$ cat src/rtl/stream_unpacker.sv
// Link receive unpacker: aligns to the idle-filled word stream, strips fill and
// re-emits header-led packets as AXI-Stream frames with start/BX0 sideband.
//
// state       | meaning
// ------------+---------------------------------------------------------
// ST_UNLOCKED | hunting for a run of n_lock_words idle words, nothing emitted
// ST_LOCKED   | aligned; idles dropped, expecting a header
// ST_PAYLOAD  | forwarding packet payload words uninspected
module stream_unpacker #(
   parameter int DATA_WIDTH         = 32,
   parameter bit INPUT_REVERSE_BITS = 1'b1,
   parameter int COUNT_WIDTH        = 32
) (
   input  logic                   clk,
   input  logic                   aresetn,
   input  logic [DATA_WIDTH-1:0]  tdata_in,
   input  logic                   tvalid_in,
   output logic                   tready_in,
   output logic [DATA_WIDTH-1:0]  tdata_out,
   output logic                   tvalid_out,
   input  logic                   tready_out,
   output logic                   tlast_out,
   output logic [1:0]             tuser_out,
   input  logic [DATA_WIDTH-1:0]  idle_word,
   input  logic [DATA_WIDTH-1:0]  idle_word_BX0,
   input  logic [DATA_WIDTH-1:0]  header,
   input  logic [DATA_WIDTH-1:0]  header_BX0,
   input  logic [DATA_WIDTH-1:0]  header_mask,
   input  logic [15:0]            packet_len,
   input  logic [7:0]             n_lock_words,
   input  logic                   fc_linkReset,
   output logic                   locked,
   output logic [COUNT_WIDTH-1:0] packet_count,
   output logic [COUNT_WIDTH-1:0] bx0_count,
   output logic [15:0]            error_count
);

   typedef enum logic [1:0] {
      ST_UNLOCKED = 2'd0,
      ST_LOCKED   = 2'd1,
      ST_PAYLOAD  = 2'd2
   } state_t;

   state_t                 state_q, state_d;
   logic [7:0]             run_q, run_d;
   logic [15:0]            remaining_q, remaining_d;
   logic [COUNT_WIDTH-1:0] pkt_cnt_q, pkt_cnt_d;
   logic [COUNT_WIDTH-1:0] bx0_cnt_q, bx0_cnt_d;
   logic [15:0]            err_cnt_q, err_cnt_d;
   logic [DATA_WIDTH-1:0]  out_data_q, out_data_d;
   logic                   out_valid_q, out_valid_d;
   logic                   out_last_q, out_last_d;
   logic [1:0]             out_user_q, out_user_d;

   logic [DATA_WIDTH-1:0]  w;
   logic                   accept;
   logic                   is_idle, is_bx0_idle, is_hbx0, is_hdr;
   logic [7:0]             lock_target;
   logic [8:0]             run_next;

   always_comb begin
      for (int i = 0; i < DATA_WIDTH; i++)
         w[i] = INPUT_REVERSE_BITS ? tdata_in[DATA_WIDTH-1-i] : tdata_in[i];
   end

   assign tready_in   = !out_valid_q || tready_out;
   assign accept      = tvalid_in && tready_in;
   assign is_bx0_idle = (w == idle_word_BX0);
   assign is_idle     = (w == idle_word) || is_bx0_idle;
   assign is_hbx0     = (((w ^ header_BX0) & header_mask) == '0);
   assign is_hdr      = !is_hbx0 && (((w ^ header) & header_mask) == '0);
   assign lock_target = (n_lock_words == 8'd0) ? 8'd1 : n_lock_words;
   // widened so a lowered n_lock_words mid-run still terminates the hunt
   assign run_next    = {1'b0, run_q} + 9'd1;

   always_comb begin
      state_d     = state_q;
      run_d       = run_q;
      remaining_d = remaining_q;
      pkt_cnt_d   = pkt_cnt_q;
      bx0_cnt_d   = bx0_cnt_q;
      err_cnt_d   = err_cnt_q;
      out_data_d  = out_data_q;
      out_valid_d = out_valid_q;
      out_last_d  = out_last_q;
      out_user_d  = out_user_q;

      if (out_valid_q && tready_out)
         out_valid_d = 1'b0;

      if (fc_linkReset) begin
         state_d = ST_UNLOCKED;
         run_d   = 8'd0;
         if (state_q == ST_PAYLOAD && err_cnt_q != 16'hFFFF)
            err_cnt_d = err_cnt_q + 16'd1;
      end else if (accept) begin
         case (state_q)
            ST_UNLOCKED: begin
               if (is_idle) begin
                  if (is_bx0_idle)
                     bx0_cnt_d = bx0_cnt_q + COUNT_WIDTH'(1);
                  if (run_next >= {1'b0, lock_target}) begin
                     state_d = ST_LOCKED;
                     run_d   = 8'd0;
                  end else begin
                     run_d = run_next[7:0];
                  end
               end else begin
                  run_d = 8'd0;
               end
            end
            ST_LOCKED: begin
               if (is_idle) begin
                  if (is_bx0_idle)
                     bx0_cnt_d = bx0_cnt_q + COUNT_WIDTH'(1);
               end else if (is_hbx0 || is_hdr) begin
                  out_data_d  = w;
                  out_valid_d = 1'b1;
                  out_user_d  = {is_hbx0, 1'b1};
                  out_last_d  = (packet_len == 16'd0);
                  pkt_cnt_d   = pkt_cnt_q + COUNT_WIDTH'(1);
                  if (is_hbx0)
                     bx0_cnt_d = bx0_cnt_q + COUNT_WIDTH'(1);
                  if (packet_len != 16'd0) begin
                     remaining_d = packet_len;
                     state_d     = ST_PAYLOAD;
                  end
               end else begin
                  if (err_cnt_q != 16'hFFFF)
                     err_cnt_d = err_cnt_q + 16'd1;
                  state_d = ST_UNLOCKED;
                  run_d   = 8'd0;
               end
            end
            ST_PAYLOAD: begin
               out_data_d  = w;
               out_valid_d = 1'b1;
               out_user_d  = 2'b00;
               out_last_d  = (remaining_q == 16'd1);
               remaining_d = remaining_q - 16'd1;
               if (remaining_q == 16'd1)
                  state_d = ST_LOCKED;
            end
            default: state_d = ST_UNLOCKED;
         endcase
      end
   end

   always_ff @(posedge clk or negedge aresetn) begin
      if (!aresetn) begin
         state_q     <= ST_UNLOCKED;
         run_q       <= 8'd0;
         remaining_q <= 16'd0;
         pkt_cnt_q   <= '0;
         bx0_cnt_q   <= '0;
         err_cnt_q   <= 16'd0;
         out_data_q  <= '0;
         out_valid_q <= 1'b0;
         out_last_q  <= 1'b0;
         out_user_q  <= 2'b00;
      end else begin
         state_q     <= state_d;
         run_q       <= run_d;
         remaining_q <= remaining_d;
         pkt_cnt_q   <= pkt_cnt_d;
         bx0_cnt_q   <= bx0_cnt_d;
         err_cnt_q   <= err_cnt_d;
         out_data_q  <= out_data_d;
         out_valid_q <= out_valid_d;
         out_last_q  <= out_last_d;
         out_user_q  <= out_user_d;
      end
   end

   assign tdata_out    = out_data_q;
   assign tvalid_out   = out_valid_q;
   assign tlast_out    = out_last_q;
   assign tuser_out    = out_user_q;
   assign locked       = (state_q != ST_UNLOCKED);
   assign packet_count = pkt_cnt_q;
   assign bx0_count    = bx0_cnt_q;
   assign error_count  = err_cnt_q;

endmodule

$ cat config.mk
export PLATFORM = sky130hd
export DESIGN_NAME = stream_unpacker
export DESIGN_NICKNAME = d
export VERILOG_FILES = /design/src/rtl/stream_unpacker.sv
export SDC_FILE = /design/constraint.sdc
export NUM_CORES = 1
export LEC_CHECK = 0
export ABC_AREA = 1
export CELL_PAD_IN_SITES_DETAIL_PLACEMENT = 1
export CELL_PAD_IN_SITES_GLOBAL_PLACEMENT = 1
export CORE_UTILIZATION = 30
export CTS_CLUSTER_SIZE = 14
export DETAILED_ROUTE_END_ITERATION = 7
export GPL_TIMING_DRIVEN = 0
export HOLD_SLACK_MARGIN = 0.15
export PLACE_DENSITY_LB_ADDON = 0.05
export REMOVE_ABC_BUFFERS = 1
export SKIP_LAST_GASP = 1
export SYNTH_ARGS = -nofsm -noshare
export SYNTH_HDL_FRONTEND = slang
export SYNTH_SLANG_ARGS = --single-unit
export TNS_END_PERCENT = 10
$ cat constraint.sdc
create_clock -name clk -period 5.8 [get_ports clk]
set_clock_uncertainty 0.1 [all_clocks]
set_input_delay 0.58 -clock clk [delete_from_list [all_inputs] [get_ports clk]]
set_output_delay 0.58 -clock clk [all_outputs]
set_load 0.03 [all_outputs]
== Word-level counts from Yosys, hierarchy flattened ==
Index checks and enable logic that the tools add are counted.
Widths: inputs -> output; s select.

* Logic and storage cells: 121
* Bits of input ports: 221
* Flip-flop bits (word level): 142

* Magnitude comparators: 1
* Bitwise gates (word level): 6
* Reduce and logical (&&, ||, !) cells: 29
* Add/subtract/negate cells: 5
* Equal/unequal tests: 21
* Muxes and demuxes: 49

{| class="wikitable"
|+ Operators with widths
! kind !! number
|-
| $mux 32 || 7
|-
| $mux 16 || 10
|-
| $pmux 32 s2 || 2
|-
| $add 32x1->32 const B || 2
|-
| $and 32x32->32 || 2
|-
| $eq 32x32->1 || 2
|-
| $logic_not 32->1 || 2
|-
| $xor 32x32->32 || 2
|-
| $mux 8 || 7
|-
| $pmux 16 s2 || 1
|-
| $reduce_and 6->1 || 4
|-
| $mux 2 || 10
|-
| $ne 3x3->1 const B || 6
|-
| $add 16x1->16 const B || 1
|-
| $eq 16x1->1 const B || 1
|-
| $logic_not 16->1 || 1
|-
| $ne 16x16->1 const B || 1
|-
| $pmux 8 s2 || 1
|-
| $reduce_bool 16->1 || 1
|-
| $sub 16x1->16 const B || 1
|-
| $ne 2x2->1 const B || 6
|-
| $reduce_bool 2->1 || 6
|-
| $reduce_and 5->1 || 2
|-
| $add 8x1->9 const B || 1
|-
| other kinds (18) || 32
|}

== Depth between registers and ports, before layout ==
Gate-level depths: netlist of the first run.

* Depth after elaboration: 11
* Gate-level depth with buffers: 17
* Depth with buffers taken out: 17

== Worst setup path after synthesis of the first run ==
OpenSTA, ideal clock, no wires.

* Path type: reg-to-reg
* Start point: reg run_q[0]
* End point: reg run_q[0]
* Period minus slack after synthesis: 2513 ps
* Path slack: 3287 ps
* Stages on the path, launching flop included: 17
* Data arrival time: 2347 ps
* Setup time: 66 ps
* Data required time: 5634 ps
* Path through: dfrtp_1 > ha_1 > nand2_1 > nor2_1 > and3_1 > xnor2_1 > inv_1 > ha_1 > a21oi_1 > o21ai_0 > nor2_1 > nand3_1 > inv_1 > nand3_1 > nor2_1 > nand3_1 > nand2_1

* Word-level cells in the longest chain between the ends: 7

{| class="wikitable"
|+ RTL lines
! what !! RTL line !! source
|-
| start, declared || 45 || <nowiki>logic [7:0] run_q, run_d;</nowiki>
|-
| start signal, assigned || 163 || <nowiki>run_q <= run_d;</nowiki>
|-
| $add 8x1->9 * || 74 || <nowiki>assign run_next = {1'b0, run_q} + 9'd1;</nowiki>
|-
| $ge 9x8->1 || 102 || <nowiki>if (run_next >= {1'b0, lock_target}) begin</nowiki>
|-
| $mux 8 * || 102 ||
|-
| $mux 8 * || 99 || <nowiki>if (is_idle) begin</nowiki>
|-
| $pmux 8 s2 * || 97 || <nowiki>case (state_q)</nowiki>
|-
| $mux 8 * || 96 || <nowiki>end else if (accept) begin</nowiki>
|-
| $mux 8 * || 91 || <nowiki>if (fc_linkReset) begin</nowiki>
|}

Every way passes the cells marked *; elsewhere a longest branch is shown, timed or not. The select of a mux whose other input is x is not followed.
A chain may end at the register's enable or synchronous reset.

== Worst setup path in the final report of the first run ==
* Start point: reg state_q[0]
* End point: reg remaining_q[13]

* Word-level cells in the longest chain between the ends: 3

{| class="wikitable"
|+ RTL lines
! what !! RTL line !! source
|-
| start, declared || 44 || <nowiki>state_t state_q, state_d;</nowiki>
|-
| start signal, assigned || 162 || <nowiki>state_q <= state_d;</nowiki>
|-
| $eq 2x1->1 / $eq 2x2->1 (equally long branches) || 97 ||
|-
| $ne 2x2->1 (no line) / $reduce_bool 2->1 (equally long branches) || - ||
|-
| $reduce_and 6->1 (no line) || - ||
|-
| end signal, assigned || 164 || <nowiki>remaining_q <= remaining_d;</nowiki>
|-
| end, declared || 46 || <nowiki>logic [15:0] remaining_q, remaining_d;</nowiki>
|}

Several ways; a longest one is shown, not always the timed one.

==> results.md, run 1 <==
Run status:
- The flow ran to the end, and the final reports show no timing, DRC or antenna violations.

Synthesis:
- The combinational family with the most area after synthesis is simple AND/OR/NAND/NOR gates.
- For this run, the number of Yosys warnings is 0.
- After synthesis, the most frequently instantiated cells are 683 x nand2_1, 210 x inv_1, 175 x nor2_1.
- The multiplexer share of the synthesized area is less than 1%.
- The share of flip-flops with an asynchronous set or reset after synthesis is between 90% and 100%.
- Counting flops and latches in the post-synthesis netlist gives 142.
- The fraction of the mapped netlist area in simple logic gates is ~43%.
- The largest total area in the synthesized netlist belongs to dfrtp_1.
- The share of the Yosys chip area taken by registers is 32.0%.
- After synthesis the cells add up to 11,100 sq um.
- The xor and xnor fraction of the mapped netlist area is around 7.4%.
- The synthesized netlist devotes 2.03% of its cell area to adder and majority cells.
- The number of enable-type register cells in the synthesized netlist is 0.
- In this run, distinct cell masters in the synthesized netlist total 46.
- The cell with the most instances after synthesis is nand2_1.
- In this run the mean area of a mapped cell was 6.30 sq um.
- The synthesized netlist devotes 5.16% of its cell area to compound gates.
- The number of standard cells after synthesis is approximately 1,800.
- The fraction of synthesized cell area taken by the top area cell type is 32.0%.
- By area the synthesized netlist is led by dfrtp_1 32%, nand2_1 23%, inv_1 7.1%.
- The dominant synthesized flop cell is dfrtp_1.

STA:
- The minimum period implied by the final worst setup slack is 3.71 ns.
- Adding up every negative setup slack in the final design gives 0 ns.
- Setup violations remaining at the end of the flow were counted as 0.
- Setup repair after global routing left no endpoint under its margin.
- The slew at the pin closest to its max-slew limit is 1.10 ns.
- The final hold violation count was 0.
- Final hold analysis gives a worst-case slack of 0.382 ns.
- Derived from the worst setup path, the maximum achievable clock frequency is 270 MHz.
- The final worst slack is 2.09 ns.
- The final number of max-transition violations was 0.
- The max-slew headroom at the worst pin is a little over a quarter.
- After layout, the worst path uses 63.9% of the clock period.

Detailed routing:
- The average wire length per cell after detail routing is 16.8 um.
- In the routed design, unresolved DRC markers number 0.
- The violation count after the first detailed-routing iteration is between 400 and 500.
- The detailed router placed 12,300 vias in this run.
- The first TritonRoute pass finished after 4 iterations.
- The average vias per placed instance is between 4 and 5.
- Wires add up to ~43,000 um.
- The detail route stage leaves a number of antenna-violating nets equal to 0.

Floorplanning:
- In this run the standard cell core region covers 36,500 sq um.
- The die area is 37,800 sq um.
- For this configuration, the core starts out at a cell density of 30.4%.
- The die is ~190 um tall.
- The standard-cell row count is 70.
- The die extent in x is between 150 and 200 um.
- The boundary pin count is 339.

Pwr:
- The design draws 4.24 mW.
- VDD sags by at most roughly 0.19 mV.
- Dividing total power by cell area gives a power density of approximately 270 nW/um^2.
- Summed over all cells, the static leakage comes to around 7.3 nW.

Critical path:
- The delay of the slowest cell on the worst path is roughly 0.8 ns.
- The endpoint type of the worst setup path is a flip-flop.
- The signal on the critical path passes through inv_1 -> ha_1 -> clkinv_1 -> nand2_1 -> nand4_2 -> nor2_4 -> nand2_1 -> nand2_1.
- The most numerous cell type found on the critical path is nand2_1.
- The combined buffer and inverter count along the critical path is 2.
- The category of the critical setup timing path is flip-flop to flip-flop.
- The maximum fanout encountered on the critical timing path is 21.
- The cell family contributing the most delay on the critical path is simple AND/OR/NAND/NOR gates.
- For the worst setup path, the data required time is 6.09 ns.
- The master of the slowest instance on the critical path is clkinv_1.
- The category of the worst setup path launch point is a flip-flop.
- For the worst setup path, the data arrival time is 4.00 ns.

Global route:
- The first-pass GRT wire length is approximately 69,000 um.
- The sum of overflow across all layers after global routing is 0.
- In the global route stage, overall resource usage came out at 23.6%.
- The initial antenna violation count was 3.
- The pin count of the biggest net entering global routing is around 110.
- The number of global-route vias before repair came to 12,800.

CTS:
- The number of buffers inserted during clock tree synthesis is 17.
- TritonCTS built the clock tree.
- The number of gates resized after cts is 0.
- After clock tree synthesis, the clock-pin slew on the worst setup and hold paths is roughly 0.070 ns.
- In this run the number of H-tree levels came out at 4.
- The maximum buffer depth of the clock tree is 2.
- Once the clock tree was built, the setup fixing pass inserted 0 buffers.
- CTS saw 142 sinks.
- The clock network latency to the later pin of the worst-skew pair is 0.45 ns.
- Clock tree synthesis selected as its root buffer the cell clkbuf_16.

Cells and area:
- After the last flow step, the layout net total stands at 2,326.
- The finished layout cell area is 15,600 sq um.
- The share of cells above drive strength 1 is 4.05%.
- The multi-input combinational cells in the finished layout cover a total of 6460 sq um.
- At the end of the flow the core is filled with cells to 42.7%.
- The flip-flop and latch area is 3550 sq um.
- The synthesis-to-layout area growth is 40.4%.
- The final non-filler cell total is ~2,600.
- The filler cells instantiated in the layout total 4,713.

Flow run:
- The tool flagged a number of max-cap violations equal to 0.

Place:
- The count of input and output buffers is 338.
- The weighted congestion reported at the end of routability-driven placement is 0.882.
- The area after detailed placement is 14,900 sq um.
- The cell count after placement is 2,535.
- The total half-perimeter wirelength after legalization and detailed placement is 35,400 um.
- The setup slack at placement is 1.55 ns.

Min path:
- The min-delay analysis places its worst path in the category flip-flop to flip-flop.
-- worst min-delay path, delay by kind of cell, from the launching register on --
| family | cells | cell delay, ns |
|---|---|---|
| flip-flops | 1 | 0.34 |
| AND/OR/NAND/NOR | 2 | 0.11 |
-- cell usage in the layout, fill, tap and decap left out, types with 3 or more instances in the layout --
cell type | netlist | layout
nand3b_1 | 23 | 23
nor2_2 | 8 | 8
o21ai_0 | 61 | 61
nand2_2 | 4 | 4
dfrtp_1 | 142 | 142
clkinv_1 | 9 | 9
clkinvlp_4 | 0 | 3
xor2_1 | 38 | 38
nand4_1 | 27 | 27
xnor2_1 | 54 | 54
o21ai_1 | 28 | 28
clkbuf_16 | 0 | 17
or2_1 | 5 | 5
nor3_1 | 33 | 33
inv_2 | 16 | 16
nor4_1 | 13 | 13
nand2_1 | 683 | 683
or2_2 | 3 | 3
nand3_1 | 142 | 142
inv_1 | 210 | 210
clkinv_4 | 0 | 3
nor2_1 | 175 | 175
a21oi_1 | 6 | 6
inv_6 | 0 | 4
diode_2 | 0 | 3
ha_1 | 18 | 17
clkdlybuf4s50_1 | 0 | 337
nand2_4 | 4 | 4
bufinv_16 | 0 | 4
-- report_power, final --
part           internal, mW  switching (mW)  total [mW]  leakage (nW)
clock network         0.726           0.506        1.23         0.301
logic                 0.653           0.957        1.61          5.12
registers              1.20           0.197        1.40          1.89
-- final timing paths --
check,slack (ns),endpoint,start,cells past startpoint
max in group asynchronous,4.21,tdata_out[30],aresetn,3
hold reg to reg,0.38,tlast_out,tlast_out,2
hold / removal,0.38,tlast_out,tlast_out,2
min in group asynchronous,0.51,bx0_count[4],aresetn,2
setup / recovery,2.09,remaining_q[13],state_q[0],8
setup reg to reg,2.09,remaining_q[13],state_q[0],8
-- registers in the layout, indices dropped and copies added, names as in the netlist --
signal        flops
bx0_count        32
error_count      16
packet_count     32
remaining_q      16
run_q             8
state_q           2
tdata_out        32
tlast_out         1
tuser_out         2
tvalid_out        1
-- cells by family (layout without fill, tap and decap cells) --
logic type | Yosys count | count (layout)
buffers and inverters | 270 | 609
AO/OA/AOI/OAI | 106 | 106
flip-flops | 142 | 142
other | 0 | 3
XOR/XNOR | 93 | 93
adder cells (fa/ha/maj) | 18 | 18
AND/OR/NAND/NOR | 1131 | 1131
multiplexers | 1 | 1
-- area by class of cell --
type	instances	share of cell area (%)
diodes	3	0.0482
clock buffers	17	2.73
clock inverters	15	1.34
inverters	236	5.70
multi-input cells	1349	41.5
flip-flops and latches	142	22.8
well taps	468	3.76
repair buffers	341	22.1
-- metal layers --
| layer | track usage, % | vias up | share of wire, % |
|---|---|---|---|
| met2 | 41.2 | 261 | 49 |
| li1 | - | 6142 | - |
| met5 | 0 | - | 0 |
| met4 | 7.91 | 0 | 2.7 |
| met1 | 27.8 | 5791 | 43 |
| met3 | 6.19 | 56 | 5.3 |
-- repair_timing --
item	4_1_cts	5_1_grt
hold buffers	1	0
setup endpoints to repair	0	0
endpoints found under the hold margin	38	0
Note: power is estimated with default switching activity, not from simulation.
==> run 2, diff against run 1 <==
==> constraint.sdc (replaced) <==
create_clock -name clk -period 3.3 [get_ports clk]
set_clock_uncertainty 0.1 [all_clocks]
set_input_delay 0.33 -clock clk [delete_from_list [all_inputs] [get_ports clk]]
set_output_delay 0.33 -clock clk [all_outputs]
set_load 0.03 [all_outputs]
==> run 2 against run 1 <==
Power is 76% higher. Hold slack worse by 0.12 ns. Sequential power is 76% higher. Highest routed layer unchanged. Die area stayed put. Count of clock-buffer cells in the layout stayed put. Final cell count hardly changed.
==> results.md, run 2 (synthesis gave the netlist of run 1 again) <==
Floorplanning:
- The area of the core is 36,500 sq um (unchanged).
- The die extent in x is 194 um (unchanged).
- The height of the die is 194 um (unchanged).
- The initial core utilization came to 30.4% (unchanged).
- The boundary pin count is 339 (unchanged).
- The standard-cell row count came to 70 (unchanged).
- The die area was 37,800 sq um (unchanged).

Min path:
- In this run the worst hold path is classified as input pin to async pin.

Critical path:
- The required time reported for the critical path endpoint was 3.59 ns (-2.50 ns).
- The combined buffer and inverter count along the critical path is 2 (unchanged).
- Counting stages on the worst path, the most repeated cell is nand2_1.
- The master of the slowest instance on the critical path is nor2_4.
- The worst-case reg-to-reg path depth is 8 (unchanged).
- The signal on the critical path passes through inv_1 -> ha_2 -> clkinv_2 -> nand2_1 -> nand4_2 -> nor2_4 -> nand2_1 -> nand2_1.
- The delay of the slowest cell on the worst path is 0.56 ns (-0.24 ns).
- The end of the worst register-to-register path is remaining_q[13].
- STA classifies the critical path endpoint as a flip-flop.
- The category of the worst setup path launch point is a flip-flop.
- The critical path in this run is classified as flip-flop to flip-flop.
- The startpoint identified for the worst register-to-register timing path is state_q[0].
- The worst setup slack for register-to-register paths is 0.27 ns (-1.82 ns).
- The kind of cell adding the most delay to the critical path is simple AND/OR/NAND/NOR gates.
- The maximum fanout encountered on the critical timing path is 21 (unchanged).
- The arrival time of data at the critical path endpoint is 3.32 ns (-0.68 ns).

Pwr:
- The clock network fraction of total power came to 29.0% (about the same).
- The power share of the sequential group is 33.0% (about the same).
- The worst ir drop on vdd is 0.338 mV (+76%).
- The net switching power came to 2.92 mW (+76%).
- The internal power is 4.55 mW (+76%).
- The logic gate share of total power is 38.0% (about the same).
- The power per cell area is 478 nW/um^2 (+75%).
- The static power due to leakage is 7.33 nW (+0.27%).
- The share of total power consumed by net switching came to 39.1% (about the same).

Global route:
- The initial antenna violation count is 3 (unchanged).
- The first-pass GRT wire length is 69,700 um (+0.56%).
- The sum of overflow across all layers after global routing is 0 (unchanged).
- The combined global-route utilization of all metal layers is 23.7% (+0.16 points).
- The number of global-route vias before repair was 12,800 (+0.016%).
- The pin count of the biggest net entering global routing came to 105 (unchanged).

STA:
- The final number of max-transition violations is 0 (unchanged).
- The final hold violation count is 0 (unchanged).
- The worst hold-check slack was 0.265 ns (-0.117 ns).
- Setup repair after global routing left no endpoint under its margin.
- The minimum period implied by the final worst setup slack came to 3.03 ns (-0.680 ns).
- The share of the clock period used by the worst path after layout is 91.8% (+28 points).
- The top achievable clock speed is 330 MHz (+22%).
- The slew at the pin closest to its max-slew limit is 0.967 ns (-0.130 ns).
- The max-slew headroom at the worst pin is 35.2% (+8.5 points).
- The final-report setup violation count is 0 (unchanged).

Detailed routing:
- The average wire length per cell after detail routing is 16.9 um (+0.52%).
- The post-detailed-routing wire length is 43,600 um (+0.60%).
- The number of nets with antenna violations after routing was 0 (unchanged).
- The post-detailed-route DRC marker count is 0 (unchanged).
- The average vias per placed instance is 4.77 (+0.16%).
- The total via count after detailed routing came to 12,300 (+0.24%).
- The violation count after the first detailed-routing iteration came to 391 (-2.5%).
- The iteration count of the initial detailed-routing pass is 4 (unchanged).

CTS:
- The clock network latency to the later pin of the worst-skew pair is 0.45 ns (about the same).
- The clock transition at the registers of the reported paths is 0.07 ns (about the same).
- The CTS tree is done.
- The maximum buffer depth of the clock tree is 2 (unchanged).
- The cell at the root of the clock tree is clkbuf_16.
- The number of buffers inserted during clock tree synthesis is 17 (unchanged).
- The maximum level of the CTS H-tree is 4 (unchanged).
- The number of clock sinks seen by CTS came to 142 (unchanged).

Place:
- The area after detailed placement is 14,900 sq um (unchanged).
- The total half-perimeter wirelength after legalization and detailed placement is 35,400 um (unchanged).
- The cell count after placement is 2,535 (unchanged).
- The weighted congestion reported at the end of routability-driven placement is 0.882 (unchanged).
- The count of input and output buffers is 338 (unchanged).

Cells and area:
- The final non-filler cell total came to 2,573 (+0.078%).
- The library cells used most frequently in the layout, excluding fill and tap cells, are 683 x nand2_1, 337 x clkdlybuf4s50_1, 210 x inv_1, 175 x nor2_1, 142 x dfrtp_1.
- The final core utilization is 42.8% (+0.13 points).
- The share of cells above drive strength 1 is 4.33% (+0.28 points).
- The library cell used most frequently in the layout, excluding fill and tap cells, is nand2_1.
- The finished layout cell area is 15,600 sq um (+0.30%).
- The synthesis-to-layout area growth is 40.8%.
- The number of nets in the finished design was 2,328 (+0.086%).

Flow run:
- The max-cap violation count is 0 (unchanged).

Run status:
- The run finished with clean final reports.
## run 2: repair_timing
item | CTS | global route
hold buffers | 1 | 0
resized for setup | 4 | 2
buffers inserted | 0 | 1
cloned | 1 | 0
setup endpoints to repair | 56 | 31
endpoints found under the hold margin | 57 | 0
pin swaps | 1 | 1
## run 2: final cells by class
| type | count | area (sq um) |
|---|---|---|
| antenna | 3 | 7.51 |
| clock buffer | 17 | 425 |
| clock inverter | 15 | 209 |
| fill | 4708 | 20900 |
| inverter | 236 | 890 |
| multi-input combinational | 1350 | 6500 |
| sequential | 142 | 3550 |
| tap | 468 | 586 |
| timing repair buffer | 342 | 3450 |
## run 2: routing by layer
layer	GRT usage [%]	vias up	share of wire [%]
met1	28.2	5804	43
met4	7.85	0	2.5
met3	6.25	52	5.6
met5	0	-	0
li1	-	6152	-
met2	41.3	271	49
## run 2: worst max path at each step
stage	start	endpoint	slack, ns	cells after the start
final	state_q[0]	remaining_q[13]	0.27	8
after CTS	tdata_in[3]	packet_count[7]	0.04	15
after global routing	state_q[1]	remaining_q[13]	0.007	8
after floorplan	state_q[1]	error_count[10]	0.32	7
after detailed placement	tdata_in[3]	packet_count[7]	-0.70	15
after global placement	aresetn	remaining_q[9]	-4.95	1
## run 2: through the flow
stage / total power, mW / worst slack (ns) / setup TNS (ns)
after floorplan: 3.94 / 0.315 / 0
after detailed placement: 5.34 / -0.696 / -28.50
final: 7.47 / 0.271 / 0
after global placement: 5.27 / -4.95 / -780.19
after CTS: 7.56 / 0.0376 / 0
after global routing: 7.93 / 0.00749 / 0
## run 2: power by group through the flow
stage	Sequential [mW]	Combinational [mW]	Clock [mW]
floorplan	2.96	0.984	0
global placement	2.48	2.79	0
detailed placement	2.49	2.86	0
CTS	2.47	2.87	2.22
global route	2.53	3.11	2.30
finish	2.47	2.84	2.17
==> run 3, diff against run 2 <==
--- a/config.mk
+++ b/config.mk
@@ -6,6 +6,7 @@
 export NUM_CORES = 1
 export LEC_CHECK = 0
 export ABC_AREA = 1
+export CAP_MARGIN = 25
 export CELL_PAD_IN_SITES_DETAIL_PLACEMENT = 1
 export CELL_PAD_IN_SITES_GLOBAL_PLACEMENT = 1
 export CORE_UTILIZATION = 30
==> run 3 against run 2 <==
Fmax about the same. Combinational power about the same. Count of clock-buffer cells in the layout unchanged. Via count down 0.15%. Utilization down 0.058 points. Non-clock buffer count unchanged. Die area unchanged. Critical path type unchanged.
==> results.md, run 3 (synthesis gave the netlist of run 1 again) <==
Run status:
- The flow ran to the end, and the final reports show no timing, DRC or antenna violations.

Global route:
- The met3 global-route usage is 6.33% (+0.087 points).
- The pin count of the biggest net entering global routing was 105 (unchanged).
- The most utilized layer in the global route result is met2.
- The number of global-route vias before repair is 12,700 (-0.71%).
- The sum of overflow across all layers after global routing is 0 (unchanged).
- The first-pass GRT wire length is 69,400 um (-0.35%).
- The combined global-route utilization of all metal layers is 23.7% (about the same).
- The met1 track demand over resource in global routing was 28.2% (about the same).
- The met2 layer usage reported by global route is 41.0% (-0.29 points).
- The initial antenna violation count was 4 (+1).

Detailed routing:
- The iteration count of the initial detailed-routing pass is 5 (+1).
- The number of nets with antenna violations after routing was 0 (unchanged).
- The average vias per placed instance is 4.76 (-0.19%).
- The post-detailed-routing wire length is 43,600 um (about the same).
- The total via count after detailed routing came to 12,300 (-0.15%).
- The average wire length per cell after detail routing is 16.9 um (about the same).
- The violation count after the first detailed-routing iteration is 428 (+9.5%).
- The post-detailed-route DRC marker count came to 0 (unchanged).

CTS:
- The maximum level of the CTS H-tree was 4 (unchanged).
- The number of clock sinks seen by CTS was 142 (unchanged).
- The number of buffers inserted during clock tree synthesis came to 17 (unchanged).
- The clock network latency to the later pin of the worst-skew pair is 0.45 ns (about the same).
- The maximum buffer depth of the clock tree came to 2 (unchanged).
- The cell sitting at the root of the clock tree is a clkbuf_16.
- The clock transition at the registers of the reported paths is 0.07 ns (about the same).
- The CTS tree is done.

STA:
- The slew at the pin closest to its max-slew limit came to 0.942 ns (-0.0245 ns).
- Setup repair after global routing left no endpoint under its margin.
- The top achievable clock speed is 330 MHz (about the same).
- The minimum period implied by the final worst setup slack is 3.03 ns (+0.00116 ns).
- The sum of negative setup slack is 0 ns (unchanged).
- The worst hold-check slack came to 0.260 ns (-0.00488 ns).
- The final-report setup violation count came to 0 (unchanged).
- The max-slew headroom at the worst pin is 36.8% (+1.6 points).
- The final hold violation count came to 0 (unchanged).
- The final number of max-transition violations came to 0 (unchanged).
- The share of the clock period used by the worst path after layout is 91.8% (about the same).

Critical path:
- The arrival time of data at the critical path endpoint is 3.32 ns (about the same).
- STA classifies the critical path endpoint as a flip-flop.
- The required time reported for the critical path endpoint came to 3.59 ns (about the same).
- The worst-case reg-to-reg path depth is 8 (unchanged).
- The maximum fanout encountered on the critical timing path is 21 (unchanged).
- The worst setup path is of the flip-flop to flip-flop kind.
- The category of the worst setup path launch point is a flip-flop.

Cells and area:
- The final non-filler cell total came to 2,574 (+0.039%).
- The most common cell after layout, fill and taps aside is nand2_1.
- The number of fill cells is 4,718 (+0.21%).
- The flip-flop and latch area was 3550 sq um (unchanged).
- The number of nets in the finished design was 2,328 (unchanged).
- The synthesis-to-layout area growth is 40.6%.
- The top cell types in the final layout, fill and taps aside, are 683 x nand2_1, 337 x clkdlybuf4s50_1, 210 x inv_1, 175 x nor2_1, 142 x dfrtp_1.
- The share of cells above drive strength 1 is 4.33% (unchanged).
- The multi-input logic area is 6500 sq um (unchanged).

Floorplanning:
- The area of the core is 36,500 sq um (unchanged).
- The die area is 37,800 sq um (unchanged).
- The standard-cell row count is 70 (unchanged).
- The die extent in x is 194 um (unchanged).
- The initial core utilization is 30.4% (unchanged).
- The boundary pin count was 339 (unchanged).
- The height of the die came to 194 um (unchanged).

Pwr:
- The static power due to leakage is 7.33 nW (about the same).
- The power per cell area came to 474 nW/um^2 (-0.92%).
- The overall power consumption is 7.39 mW (-1.1%).
- The worst ir drop on vdd is 0.339 mV (+0.24%).

Place:
- The weighted congestion reported at the end of routability-driven placement is 0.882 (unchanged).
- The total half-perimeter wirelength after legalization and detailed placement is 35,400 um (about the same).
- The cell count after placement is 2,535 (unchanged).
- The count of input and output buffers came to 338 (unchanged).

Min path:
- The path category of the worst min-delay check is input pin to async pin.

Flow run:
- The max-cap violation count is 0 (unchanged).
-- run 3: changes by cell type in the layout (fill, tap and decap cells not counted), sizes merged --
cell      before  now
bufinv         4    3
clkinv        13   15
clkinvlp       3    2
diode          3    4
-- run 3: area by class of cell --
cell class	instances	area share, %
sequential	142	22.8
timing repair buffer	342	22.1
clock inverter	15	1.19
multi-input combinational	1350	41.7
inverter	236	5.70
antenna	4	0.0641
tap	468	3.75
clock buffer	17	2.73
-- run 3: critical path, stage by stage, from the launching register on --
cell,delay (ns)
dfrtp_1,0.46
inv_1,0.12
ha_2,0.47
clkinv_2,0.38
nand2_1,0.19
nand4_2,0.47
nor2_4,0.56
nand2_1,0.10
nand2_1,0.10
-- run 3: final timing paths --
kind                                    to  slack [ns]  startpoint
min in group clk                 tlast_out        0.38   tlast_out
min                           bx0_count[4]        0.26     aresetn
max reg2reg                 remaining_q[3]        0.27  state_q[0]
max                         remaining_q[3]        0.27  state_q[0]
min reg2reg                      tlast_out        0.38   tlast_out
max in group asynchronous  remaining_q[13]        1.95     aresetn
-- run 3: metal layers --
metal,up-vias,share of wire (%),wire length [um]
met1,5777,43,18900
met5,-,0,0
met3,61,5.6,2420
met2,274,48,21100
met4,0,2.7,1170
li1,6149,-,-
-- run 3: what timing repair did --
action / in CTS / in global routing
buffers inserted: 0 / 1
hold buffers: 1 / 0
setup endpoints to repair: 56 / 31
gates resized for setup: 4 / 2
hold endpoints to repair: 57 / 0
pin swaps: 1 / 1
gates cloned: 1 / 0
-- run 3: through the flow --
step	worst slack (ns)	utilization, %	instance area [sq um]
after floorplan	0.315	-	10900
after global placement	-4.95	40.7	14900
after detailed placement	-0.698	40.9	14900
after CTS	0.0211	42.7	15600
after global routing	0.00383	42.7	15600
final	0.270	42.7	15600
-- run 3: power breakdown --
part           switching, mW  internal (mW)  leakage [nW]  total [mW]
logic                   1.68           1.15          5.14        2.83
registers              0.350           2.12          1.89        2.47
clock network          0.890           1.20         0.295        2.09
